$ cat src/rtl/layer1_pool.sv
// layer1_pool: writes the 64x64 ReLU'd conv result stream into L0 memory and
// computes 2x2 stride-2 max-pooling into L1 memory (32x32).
// Ports:
//   clk, reset (sync, active-low)
//   i_start            - starts a frame (honoured in IDLE/DONE only)
//   i_valid, i_data    - raw-scan conv results, row-major
//   o_l0_we/addr/data  - L0 write, {row,col}, zero-extended pixel
//   o_l1_we/addr/data  - L1 write, {row[5:1],col[5:1]}, pooled max
//   o_go_down          - one-cycle pulse after each non-final row pair
//   o_done             - frame complete, held until next i_start
module layer1_pool #(
  parameter int unsigned IN_W  = 19,
  parameter int unsigned MEM_W = 20
) (
  input  logic             clk,
  input  logic             reset,
  input  logic             i_start,
  input  logic             i_valid,
  input  logic [IN_W-1:0]  i_data,
  output logic             o_l0_we,
  output logic [11:0]      o_l0_addr,
  output logic [MEM_W-1:0] o_l0_data,
  output logic             o_l1_we,
  output logic [9:0]       o_l1_addr,
  output logic [MEM_W-1:0] o_l1_data,
  output logic             o_go_down,
  output logic             o_done
);

  localparam int unsigned CNT_W = 6;
  localparam int unsigned BUF_N = 32;

  typedef enum logic [1:0] {
    S_IDLE = 2'd0,
    S_EVEN = 2'd1,
    S_ODD  = 2'd2,
    S_DONE = 2'd3
  } state_t;

  state_t             state_q;
  logic [CNT_W-1:0]   row_q;
  logic [CNT_W-1:0]   col_q;
  logic [IN_W-1:0]    h_q;
  logic [IN_W-1:0]    pair_buf [BUF_N];

  logic               l0_we_q;
  logic [11:0]        l0_addr_q;
  logic [MEM_W-1:0]   l0_data_q;
  logic               l1_we_q;
  logic [9:0]         l1_addr_q;
  logic [MEM_W-1:0]   l1_data_q;
  logic               go_down_q;
  logic               done_q;

  logic               active_c;
  logic               buf_we_c;
  logic [IN_W-1:0]    pair_max_c;
  logic [IN_W-1:0]    quad_max_c;
  logic [IN_W-1:0]    buf_rd_c;

  // Horizontal max of the pixel pair, then vertical max against the even row.
  always_comb begin
    active_c   = (state_q == S_EVEN) || (state_q == S_ODD);
    buf_we_c   = active_c && i_valid && (state_q == S_EVEN) && col_q[0];
    buf_rd_c   = pair_buf[col_q[5:1]];
    pair_max_c = (h_q > i_data) ? h_q : i_data;
    quad_max_c = (buf_rd_c > pair_max_c) ? buf_rd_c : pair_max_c;
  end

  // Even-row pair maxima; not reset since every entry is written before read.
  always_ff @(posedge clk) begin
    if (buf_we_c) begin
      pair_buf[col_q[5:1]] <= pair_max_c;
    end
  end

  // Frame FSM, scan counters and registered memory-write outputs.
  always_ff @(posedge clk) begin
    if (!reset) begin
      state_q   <= S_IDLE;
      row_q     <= '0;
      col_q     <= '0;
      h_q       <= '0;
      l0_we_q   <= 1'b0;
      l0_addr_q <= '0;
      l0_data_q <= '0;
      l1_we_q   <= 1'b0;
      l1_addr_q <= '0;
      l1_data_q <= '0;
      go_down_q <= 1'b0;
      done_q    <= 1'b0;
    end else begin
      l0_we_q   <= 1'b0;
      l1_we_q   <= 1'b0;
      go_down_q <= 1'b0;
      case (state_q)
        S_IDLE, S_DONE: begin
          if (i_start) begin
            row_q   <= '0;
            col_q   <= '0;
            done_q  <= 1'b0;
            state_q <= S_EVEN;
          end
        end
        S_EVEN, S_ODD: begin
          if (i_valid) begin
            l0_we_q   <= 1'b1;
            l0_addr_q <= {row_q, col_q};
            l0_data_q <= MEM_W'(i_data);
            if (!col_q[0]) begin
              h_q <= i_data;
            end else if (state_q == S_ODD) begin
              l1_we_q   <= 1'b1;
              l1_addr_q <= {row_q[5:1], col_q[5:1]};
              l1_data_q <= MEM_W'(quad_max_c);
            end
            col_q <= col_q + CNT_W'(1);
            if (col_q == CNT_W'(63)) begin
              row_q <= row_q + CNT_W'(1);
              if (state_q == S_EVEN) begin
                state_q <= S_ODD;
              end else if (row_q == CNT_W'(63)) begin
                state_q <= S_DONE;
                done_q  <= 1'b1;
              end else begin
                state_q   <= S_EVEN;
                go_down_q <= 1'b1;
              end
            end
          end
        end
        default: state_q <= S_IDLE;
      endcase
    end
  end

  assign o_l0_we   = l0_we_q;
  assign o_l0_addr = l0_addr_q;
  assign o_l0_data = l0_data_q;
  assign o_l1_we   = l1_we_q;
  assign o_l1_addr = l1_addr_q;
  assign o_l1_data = l1_data_q;
  assign o_go_down = go_down_q;
  assign o_done    = done_q;

endmodule
$ cat config.mk
export PLATFORM = sky130hd
export DESIGN_NAME = layer1_pool
export DESIGN_NICKNAME = d
export VERILOG_FILES = /design/src/rtl/layer1_pool.sv
export SDC_FILE = /design/constraint.sdc
export NUM_CORES = 1
export LEC_CHECK = 0
export BUFFER_PORTS_ARGS = -buffer_cell sky130_fd_sc_hd__buf_2
export CELL_PAD_IN_SITES_DETAIL_PLACEMENT = 0
export CELL_PAD_IN_SITES_GLOBAL_PLACEMENT = 2
export CORE_MARGIN = 1
export CORE_UTILIZATION = 49
export DETAILED_ROUTE_END_ITERATION = 12
export GPL_ROUTABILITY_DRIVEN = 0
export HOLD_SLACK_MARGIN = 0.05
export PLACE_DENSITY = 0.9
export SETUP_SLACK_MARGIN = 0.5
export SYNTH_ARGS = -nofsm -noshare
export SYNTH_HDL_FRONTEND = slang
export SYNTH_SLANG_ARGS = --single-unit
$ cat constraint.sdc
create_clock -name clk -period 10.8 [get_ports clk]
set_input_delay 1.62 -clock clk [delete_from_list [all_inputs] [get_ports clk]]
set_output_delay 1.62 -clock clk [all_outputs]
set_load 0.005 [all_outputs]
[Yosys cells after proc, flatten, opt, wreduce, memory -nomap -nowiden]
Memory sizes are Yosys's and may differ from the RTL's. A register that Yosys moved wholly into a read port is not among the register bits.
Cells that the tools add are included.
Word-level totals
  memories kept: 1
  bits in writable memories: 608
  register bits: 97
  output and inout bits: 66
  input bits: 23
Memory list
  pair_buf: depth 32, bits a word 19, read ports 1, clocked after Yosys merged registers in 1, write ports 1, line 44  | logic [IN_W-1:0] pair_buf [BUF_N];
Cells by class
  reductions and logical operators: 16
  multiplexer cells: 27
  bitwise gates (word level): 5
  $add $sub $neg: 2
  equality and inequality tests: 10
  order comparisons: 2
Operators by type and width (count)
  greater-than comparator 19 bit: 2
  two-way mux 19 bit: 2
  two-way mux 6 bit: 4
  one-hot mux 6 bit (2 select lines): 2
  adder 6 x 1 -> 6 bit, second input constant: 2
  equality test 6 bit, second input constant: 2
  two-way mux 1 bit: 10
  two-way mux 2 bit: 5
  two-way mux 5 bit: 2
  inequality test 2 bit, second input constant: 5
  AND reduction 4 bit: 2
  AND reduction 2 bit: 3
  AND reduction 3 bit: 2
  inverter 1 bit: 5
  AND reduction 5 bit: 1
  OR reduction 5 bit: 1
  equality test 2 bit, second input constant: 2
  one-hot mux 2 bit (2 select lines): 1
  OR reduction 2 bit: 2
  logical AND 1 bit: 3
  equality test 2 x 1 -> 1 bit, second input constant: 1
  logical NOT 2 bit: 1
  one-hot mux 1 bit (2 select lines): 1
  logical OR 1 bit: 1

[Depth between registers and ports, before layout]
  depth in word-level cells: 7
  depth in mapped cells: 20

[Worst setup path before layout]
OpenSTA, ideal clock, no wires.
  kind: input to register
  start point: input i_data[9]
  end point: register l1_data_q[0] (netlist: o_l1_data[0])
  stages: 20
  buffers on the path: 3
  data required time: 10683 ps
  arrival time: 5644 ps
  path slack: 5039 ps
  cell sequence: inv_1 -> ha_1 -> and4_1 -> nand3_1 -> a211oi_1 -> o41ai_1 -> a21o_1 -> buf_2 -> buf_2 -> a21o_1 -> inv_2 -> ha_1 -> nand2_1 -> nor4_1 -> o31a_1 -> o21ai_1 -> a21oi_2 -> clkbuf_1 -> a21oi_1 -> a32o_1
On the way
  word-level cells in the longest chain between the ends: 4
RTL lines
  start, declared: line 19  | input logic [IN_W-1:0] i_data,
  greater-than comparator 19 bit: line 66  | pair_max_c = (h_q > i_data) ? h_q : i_data;
  two-way mux 19 bit: line 66
  via pair_max_c[11]: line 57  | logic [IN_W-1:0] pair_max_c;
  greater-than comparator 19 bit: line 67  | quad_max_c = (buf_rd_c > pair_max_c) ? buf_rd_c : pair_max_c;
  two-way mux 19 bit: line 67
  end signal, assigned: line 115  | l1_data_q <= MEM_W'(quad_max_c);
  end, declared: line 51  | logic [MEM_W-1:0] l1_data_q;
The timed path passes the listed nets, and every way through them passes these cells.
A chain may end at the register's enable or synchronous reset.

[Worst setup path after layout]
  start point: input i_data[18]
  end point: register l1_data_q[8] (netlist: o_l1_data[8])
The elaborated chain is that of the path after synthesis.

==> results.py <==
metrics = {
    "setup_path": {
        "startpoint": "i_data[18]",
        "crit_path_end": "o_l1_data[8]$_SDFFE_PN0P_",
        "cp_data_required_time_ns": 11.29,
        "r2r_start": "h_q[18]$_SDFFE_PN0P_",
        "endpoint_kind": "flip-flop",
        "worstPathCellList": "buf_2, inv_1, ha_1, and4_1, nand4_1, nor4_4, a21o_1, buf_4, a21o_1, inv_2, ha_1, nand2_1, nor4_1, o31a_1, o21ai_1, a21oi_2, buf_4, nand2b_1, a41o_1",
        "max_stage_delay_ns": 0.94,
        "critPathLaunchType": "input port",
        "cp_top_family": "simple AND/OR/NAND/NOR gates",
        "critPathMaxFanout": 36,
        "crit_arrival_ns": 7.22,
        "timing.rr.end": "o_l1_data[8]$_SDFFE_PN0P_",
        "path_buf_inv": 5,
        "r2r_setup_slack_ns": 4.93,
        "path_depth": 19,
        "slowest_stage": "nor4_4",
        "reg2reg_depth": 17,
        "path_class": "in2reg",
    },
    "outcome": {
        "status": "finished, final reports clean",
    },
    "yosys": {
        "syn_area_um2": 28800,
        "synthTopCellsByArea": "edfxtp_1 63%, mux2i_1 7.9%, dfxtp_1 7.1%",
        "synth-compound-area-share": 0.0769,
        "synth_most_common_cell": "edfxtp_1",
        "yosysSeqAreaShare": 0.706,
        "synth_fa_ha_area_frac": 0.0191,
        "yosys.area_share.simple": 0.0587,
        "synth_edf_count": 608,
        "synth_cell_type_count": 56,
        "synth-xor-area-share": 0.00122,
        "synth_area_per_cell_um2": 15.2,
        "synth_top_family_by_area": "multiplexers",
        "syn-instance-count": 1887,
        "async_flop_share": 0,
        "synthFlopType": "edfxtp_1",
        "ys_ff_latch": 710,
        "netlist_top_cells_count": "608 x edfxtp_1, 228 x mux2i_1, 160 x nand2_1",
        "synth_mux_area_frac": 0.109,
        "ys_warn_count": 0,
        "yosysTopAreaCell": "edfxtp_1",
        "synth_top_area_share": 0.635,
    },
    "grt": {
        "grt.overflow.total": 0,
        "grt_util_all_layers": 0.234,
        "grt_max_degree": 63,
        "antenna_found_initial": 1,
        "grt_pass1_vias": 16500,
        "grt_pass1_wl_um": 104000,
    },
    "drt": {
        "detail_route.drc_violations": 0,
        "vias": 16700,
        "vias_per_cell": 5.94,
        "drtIter0Drc": 1489,
        "ant_nets": 0,
        "wirelength_um": 68800,
        "routedWlPerCell_um": 24.5,
        "drt-pass1-iter-count": 5,
    },
    "layout": {
        "finish.instance_area_um2": 32300,
        "final_layout_size_suffix_gt1_frac": 0.154,
        "fin_nets": 2054,
        "areaGrowthSynthToFinish_pct": 12.3,
    },
    "sta": {
        "max_freq_ghz": 0.149,
        "period_share": 0.623,
        "rsz0062_at_grt": "false",
        "slew_viol_final": 0,
        "finalSetupViolCount": 0,
        "final-hold-violation-count": 0,
        "post-route-min-period_ns": 6.73,
        "slew_headroom": 0.213,
        "worst_pin_slew_ns": 1.18,
        "finalSetupTns_ns": 0,
        "clock-skew-final_ns": 0.0321,
        "hold_slack_ns": 0.453,
    },
    "clocking": {
        "insertion_delay_ns": 0.61,
        "cts_resized": 0,
        "cts_setup_buffers": 0,
        "clkSinkCount": 710,
        "htree_levels": 3,
        "ctsRootBufferMaster": "clkbuf_16",
        "cts_tree": "built",
        "clk_pin_slew_ns": 0.06,
        "numCtsBuffers": 72,
        "clockBufferDepth": 3,
        "cts_hold_buf": 0,
    },
    "pwr": {
        "p_comb_frac": 0.033,
        "ir_worst_vdd_uv": 119,
        "pwr-share-seq": 0.539,
        "internal_power_w": 0.00443,
        "powerDensity_nw_per_um2": 173,
        "p_leak_nw": 10.6,
        "power_w": 0.00559,
        "clockPowerShare": 0.428,
        "switching_power_w": 0.00116,
        "p_sw_frac": 0.207,
    },
    "placed_design": {
        "hpwlAfterDp_um": 40600,
        "portBuffers": 86,
        "placed_area_um2": 30000,
    },
    "floorplan": {
        "core_um2": 57800,
        "rows": 88,
        "start_util": 0.498,
        "pin_count": 89,
        "die_h_um": 244,
        "die_w_um": 244,
        "die_area_um2": 59700,
    },
    "hold_path": {
        "min_path_cells": 2,
        "hold_path.class": "reg2reg",
    },
    "job": {
        "drv_cap": 0,
    },
}
[power groups by stage]
stage / clock network, W / logic (W) / registers [W]
floorplan: 0 / 0.000111 / 0.00307
global placement: 0 / 0.000174 / 0.00307
detailed placement: 0 / 0.000181 / 0.00307
CTS: 0.00242 / 0.000182 / 0.00301
global route: 0.00253 / 0.000202 / 0.00301
finish: 0.00239 / 0.000183 / 0.00301
[metrics by stage]
stage | instances | setup WS [ns] | util
global placement | 2678 | 3.76 | 0.520
detailed placement | 2678 | 3.55 | 0.520
CTS | 2808 | 4.18 | 0.559
floorplan | 1888 | 5.04 | -
global route | 2808 | 3.70 | 0.559
finish | 2809 | 4.07 | 0.559
[sequential cells by signal (all words and copies together), names as in the netlist, named ones only]
name,flops
pair_buf,608
state_q,2
o_l0_data,19
o_l1_data,19
o_go_down,1
row_q,6
h_q,19
o_l1_addr,10
o_l0_we,1
col_q,6
o_l0_addr,12
o_l1_we,1
o_done,1
[worst min path at each step]
| stage | slack, ns | startpoint | to |
|---|---|---|---|
| 2_1_floorplan | 0.44 | h_q[0]$_SDFFE_PN0P_ | h_q[0]$_SDFFE_PN0P_ |
| 3_3_place_gp | 0.44 | o_l0_addr[11]$_SDFFE_PN0P_ | o_l0_addr[11]$_SDFFE_PN0P_ |
| 3_5_place_dp | 0.45 | o_l0_addr[1]$_SDFFE_PN0P_ | o_l0_addr[1]$_SDFFE_PN0P_ |
| 4_1_cts | 0.45 | o_l0_addr[1]$_SDFFE_PN0P_ | o_l0_addr[1]$_SDFFE_PN0P_ |
| 5_1_grt | 0.48 | o_l0_data[2]$_SDFFE_PN0P_ | o_l0_data[2]$_SDFFE_PN0P_ |
| 6_report | 0.45 | o_l0_addr[1]$_SDFFE_PN0P_ | o_l0_addr[1]$_SDFFE_PN0P_ |
[layout by cell type (no fill, tap or decap), types with 17 or more instances in the layout]
cell type	count
a211o_1	18
a211oi_1	22
a21oi_1	114
a221oi_1	36
a41o_1	17
and3_1	22
buf_2	86
buf_4	53
clkbuf_1	18
clkbuf_16	74
dfxtp_1	100
edfxtp_1	608
ha_1	44
inv_1	57
mux2i_1	228
mux4_2	38
nand2_1	160
nand2b_1	22
nand3_1	34
nor2_1	33
nor2_2	21
o21ai_0	23
o22ai_1	76
or4_1	19
[cell families after synthesis]
group,after synthesis
AO/OA/AOI/OAI,336
XOR/XNOR,4
adder cells (fa/ha/maj),44
buffers and inverters,175
flip-flops,710
multiplexers,266
other,1
AND/OR/NAND/NOR,351
[worst reg2reg max path, delay by kind of cell, from the launching register on]
family	cells	cell delay (ns)
AO/OA/AOI/OAI	6	2.01
adder cells (fa/ha/maj)	2	0.62
buffers and inverters	3	0.77
flip-flops	1	0.33
AND/OR/NAND/NOR	6	2.03
[cell type report]
type                       count  area [µm²]
fill                        4570       25500
sequential                   710       20300
multi-input combinational   1003        7720
clock buffer                  92        1920
tap                          765         957
timing repair buffer         139         828
clock inverter                38         337
inverter                      61         229
antenna                        1        2.50
[layer usage]
layer | track usage | wire length, µm | share of wire | vias to the layer above
met2 | 0.385 | 33300 | 0.48 | 576
met5 | 0 | 0 | 0 | -
met1 | 0.321 | 29100 | 0.42 | 8482
met3 | 0.0373 | 4760 | 0.069 | 102
li1 | - | - | - | 7518
met4 | 0.0675 | 1640 | 0.024 | 0
No activity file was read; power rests on OpenSTA's default activity.
